## src/rtl/uart_tx_fifo.sv

```systemverilog
// 8N1 UART transmitter fed by a small write-only byte FIFO.
// Frames go out LSB first and back-to-back while the FIFO holds data.
module uart_tx_fifo #(
    parameter int CLKS_PER_BIT = 868,
    parameter int DEPTH        = 8,
    parameter int AW           = 3
) (
    input  logic        clk,
    input  logic        reset,
    input  logic        wr_en,
    input  logic [7:0]  wr_data,
    output logic        full,
    output logic        empty,
    output logic        overflow,
    output logic        busy,
    output logic        tx,
    output logic [31:0] tx_count
);

    localparam int BW = (CLKS_PER_BIT > 2) ? $clog2(CLKS_PER_BIT) : 1;
    localparam logic [BW-1:0] LAST = BW'(CLKS_PER_BIT - 1);

    typedef enum logic [1:0] {IDLE, START, DATA, STOP} state_t;

    state_t          state, state_n;
    logic [BW-1:0]   btmr, btmr_n;
    logic [2:0]      bidx, bidx_n;
    logic [7:0]      shreg, shreg_n;
    logic            tx_n;
    logic [31:0]     frame_cnt;
    logic            cnt_inc;

    logic [7:0]      mem [DEPTH];
    logic [AW:0]     wptr, rptr, wptr_n, rptr_n;
    logic            push, pop, bit_end;
    logic [7:0]      head;

    // full is the registered value, so a push in the same cycle as a pop is still refused
    assign push   = wr_en && !full;
    assign wptr_n = wptr + (AW+1)'(push);
    assign rptr_n = rptr + (AW+1)'(pop);
    assign head   = mem[rptr[AW-1:0]];

    always_ff @(posedge clk) begin
        if (push)
            mem[wptr[AW-1:0]] <= wr_data;
    end

    always_ff @(posedge clk) begin
        if (reset) begin
            wptr     <= '0;
            rptr     <= '0;
            full     <= 1'b0;
            empty    <= 1'b1;
            overflow <= 1'b0;
        end else begin
            wptr  <= wptr_n;
            rptr  <= rptr_n;
            full  <= (wptr_n[AW] != rptr_n[AW]) && (wptr_n[AW-1:0] == rptr_n[AW-1:0]);
            empty <= (wptr_n == rptr_n);
            if (wr_en && full)
                overflow <= 1'b1;
        end
    end

    always_ff @(posedge clk) begin
        if (reset) begin
            state     <= IDLE;
            btmr      <= '0;
            bidx      <= '0;
            shreg     <= '0;
            tx        <= 1'b1;
            frame_cnt <= '0;
        end else begin
            state <= state_n;
            btmr  <= btmr_n;
            bidx  <= bidx_n;
            shreg <= shreg_n;
            tx    <= tx_n;
            if (cnt_inc)
                frame_cnt <= frame_cnt + 32'd1;
        end
    end

    assign bit_end = (btmr == LAST);

    always_comb begin
        state_n = state;
        btmr_n  = btmr;
        bidx_n  = bidx;
        shreg_n = shreg;
        pop     = 1'b0;
        cnt_inc = 1'b0;
        case (state)
            IDLE: begin
                if (!empty) begin
                    pop     = 1'b1;
                    shreg_n = head;
                    btmr_n  = '0;
                    state_n = START;
                end
            end
            START: begin
                if (bit_end) begin
                    btmr_n  = '0;
                    bidx_n  = '0;
                    state_n = DATA;
                end else begin
                    btmr_n = btmr + 1'b1;
                end
            end
            DATA: begin
                if (bit_end) begin
                    btmr_n = '0;
                    if (bidx == 3'd7)
                        state_n = STOP;
                    else
                        bidx_n = bidx + 1'b1;
                end else begin
                    btmr_n = btmr + 1'b1;
                end
            end
            STOP: begin
                if (bit_end) begin
                    btmr_n  = '0;
                    cnt_inc = 1'b1;
                    // chain straight into the next start bit when more data is queued
                    if (!empty) begin
                        pop     = 1'b1;
                        shreg_n = head;
                        state_n = START;
                    end else begin
                        state_n = IDLE;
                    end
                end else begin
                    btmr_n = btmr + 1'b1;
                end
            end
            default: state_n = IDLE;
        endcase

        // line level follows the state being entered so tx and state change together
        case (state_n)
            START:   tx_n = 1'b0;
            DATA:    tx_n = shreg_n[bidx_n];
            default: tx_n = 1'b1;
        endcase
    end

    assign busy     = (state != IDLE);
    assign tx_count = frame_cnt;

endmodule

```

## config.mk

```make
export PLATFORM = sky130hd
export DESIGN_NAME = uart_tx_fifo
export DESIGN_NICKNAME = d
export VERILOG_FILES = /design/src/rtl/uart_tx_fifo.sv
export SDC_FILE = /design/constraint.sdc
export NUM_CORES = 1
export LEC_CHECK = 0
export ABC_CLOCK_PERIOD_IN_PS = 3800
export BUFFER_PORTS_ARGS = -buffer_cell sky130_fd_sc_hd__buf_2
export CORE_MARGIN = 1
export CORE_UTILIZATION = 30
export CTS_CLUSTER_DIAMETER = 120
export DETAILED_ROUTE_END_ITERATION = 8
export PLACE_DENSITY_LB_ADDON = 0.3
export SETUP_SLACK_MARGIN = 0.1
export SYNTH_ARGS = -nofsm -noshare
export SYNTH_HDL_FRONTEND = slang
export SYNTH_SLANG_ARGS = --single-unit
```

## constraint.sdc

```tcl
create_clock -name clk -period 3.8 [get_ports clk]
set_clock_uncertainty 0.2 [all_clocks]
set_input_delay 0.38 -clock clk [delete_from_list [all_inputs] [get_ports clk]]
set_output_delay 0.38 -clock clk [all_outputs]
set_load 0.005 [all_outputs]
```

==> impl_metrics.json <==
{
  "status": "finished, violations left",
  "violations": "design-rule violations",
  "vdd_drop_max_v": 0.000349,
  "fin_crit_sh_pct": 84.2,
  "p_per_area_nw_per_um2": 564,
  "critPathKind": "register to register",
  "seq_area_frac_synth_pct": 58.6,
  "port_buffers": 47,
  "htreeDepth": 4,
  "drc": 6,
  "finalNetCount": 531,
  "final_cell_area_um2": 6690,
  "gp_congestion": 0.766,
  "ys_warn_count": 0,
  "grt_overflow": 0,
  "layout_min_cycle_time_ps": 3200,
  "antenna_found_initial": 0,
  "clock_latency_ps": 420,
  "critPathLaunchType": "register",
  "area_growth_pct": 20.2,
  "grt_setup_unrepaired": "false",
  "vias": 3575,
  "dr.pass1.iters": 7,
  "setup.worst_path.end_class": "register",
  "rrSetupSlack_ps": 600,
  "boundaryPins": 48,
  "viasPerCell": 4.77,
  "netlist_instances": 451,
  "drive_gt1_share_pct": 23.6,
  "highest_layer": "met4",
  "max_stage_delay_ps": 630,
  "hold_viol": 0,
  "initial_core_util_pct": 30.8,
  "grt_pass1_vias": 3535,
  "maxCapViolations": 0,
  "yosys_most_used_dff": "dfxtp_1",
  "max_freq_mhz": 313,
  "setup_viol": 0,
  "clockBufferDepth": 2,
  "power.leakage_uw": 0.00245,
  "finalSetupTns_ps": 0,
  "ant_nets": 0,
  "holdBufCountCts": 0,
  "maxSlewViolCount": 0,
  "ys_types": 51,
  "grt_use_total_pct": 12.3,
  "drt_iter0_drc": 220,
  "crit_required_ps": 3940,
  "synth_enable_flop_cells": 64,
  "post_drt_wl_per_cell_um": 14.8,
  "arrival_ps": 3340,
  "hold_class": "primary input to register",
  "clkTransAtPathRegs_ps": 50,
  "path_buf_inv": 0,
  "crit_path_top_delay_cell": "a211oi_2",
  "die_y_um": 138,
  "yosys.area.top_type": "edfxtp_1",
  "synth_area_um2": 5570,
  "dr_wl_met2_um": 5480,
  "synth_area_leaders": "edfxtp_1 (35%), dfxtp_1 (24%), mux4_2 (6.5%), nor2_1 (4.9%), xor2_1 (4.6%)",
  "n_antenna_cell": 0,
  "relSlewSlack_pct": 35.3,
  "grt_max_degree": 34,
  "rows": 49,
  "cpMostUsedCell": "ha_1",
  "cts_root_buf": "clkbuf_16",
  "cts_setup_buffers": 0,
  "totalWireLength_um": 11100,
  "placed_cell_area_um2": 6070,
  "cp_top_family": "simple AND/OR/NAND/NOR gates",
  "cts-resized-gates": 0,
  "synth_top_area_share_pct": 34.5,
  "dieWidth_um": 138,
  "grt_pass1_wl_um": 18100,
  "crit_fanout": 9,
  "cts-buffers-inserted": 17,
  "met1_length_um": 4990,
  "wl_met3_um": 436,
  "core_region_area_um2": 18100,
  "crit_path_cell_trace": "ha_1, and4b_2, nand4_1, a211oi_2, ha_1, ha_1, xnor2_1, xor2_1, nor3_1, nor2_1, nor2_1",
  "cts.sinks": 131,
  "dieArea_um2": 19100,
  "ys_seq_elements": 131,
  "worstMarginPinSlew_ps": 966,
  "syn_nets": 474,
  "hpwl_um": 7590,
  "cts_tree": "done",
  "avgSynthCellArea_um2": 12.3,
  "async_flop_share_pct": 0
}
==> report_power, final <==
part | internal, µW | switching (µW) | total, µW
Sequential | 1550 | 65.7 | 1610
Combinational | 207 | 257 | 463
Clock | 1100 | 596 | 1690
Total | 2850 | 918 | 3770
==> metal layers <==
metal	track usage [%]	up-vias
met5	0	-
met4	4.91	0
met3	3.78	16
met2	20.9	70
met1	14.6	1736
li1	-	1753
==> state kept, by name (all words and copies together), names as in the netlist <==
signal    flops
bidx          3
full          1
tx_count     32
rptr          4
shreg         8
btmr         10
overflow      1
mem          64
tx            1
state         2
empty         1
wptr          4
==> placed cells by master (no fill, tap or decap), types with 6 or more instances in the layout <==
cell type,synthesis,final
and3_1,8,8
nor2b_1,9,9
nand4_1,8,8
ha_1,12,12
clkbuf_16,0,17
a22oi_1,10,10
mux2_2,9,9
nor2_1,73,73
buf_2,5,47
xor2_1,29,29
mux4_2,16,16
nand2_1,25,25
and2_1,6,6
nand3_1,16,16
inv_1,7,7
edfxtp_1,64,64
dfxtp_1,67,67
a21oi_1,10,10
xnor2_1,15,15
==> cells in the mapped netlist, drive strengths merged, types with 2 or more instances <==
cell type	count
nor4	3
o21bai	2
a2bb2oi	2
ha	12
nand4	8
edfxtp	64
mux4	16
nand2	25
buf	7
xnor2	15
nor2b	9
clkbuf	6
nor2	75
and3	8
dfxtp	67
a32oi	2
a211oi	2
or2	2
mux2i	4
inv	7
xor2	29
and4	3
a22oi	10
a21oi	10
nand2b	4
mux2	9
o21ai	4
and2	6
a2111oi	2
nand3	17
or3	4
nor3	5
==> kinds of logic after synthesis <==
logic type,share of synthesized area [%]
fa+ha+maj,2.70
flops,58.6
simple gates,16.4
xor+xnor,6.92
buf+inv,1.46
mux,9.01
compound gates,4.90
==> worst min-delay path, cell delays in order <==
cell,delay (ps)
buf_2,90
a21oi_1,50
nor2_1,70
==> worst paths after layout <==
kind / cells after the start / end / start
worst max register to register: 11 / empty / btmr[0]
worst min register to register: 2 / overflow / overflow
worst max-delay path: 11 / empty / btmr[0]
worst min-delay path: 3 / overflow / wr_en
==> stage by stage <==
stage,hold WS (ps),total power [µW],util (%),cells,worst slack (ps)
6_report,15.1,3770,37.0,750,600
5_1_grt,20.4,3930,37.0,750,405
4_1_cts,2.05,3820,37.0,750,576
3_5_place_dp,264,2110,33.6,718,617
3_3_place_gp,246,2110,33.6,718,677
2_1_floorplan,260,1970,-,451,1040
==> layout make-up <==
cell class,count,area (µm²)
clock buffer,19,433
clock inverter,13,183
fill,1740,11400
inverter,7,26.3
multi-input combinational,300,2230
sequential,131,3260
tap,229,287
timing repair buffer,51,265
No activity file was read; power rests on OpenSTA's default activity.
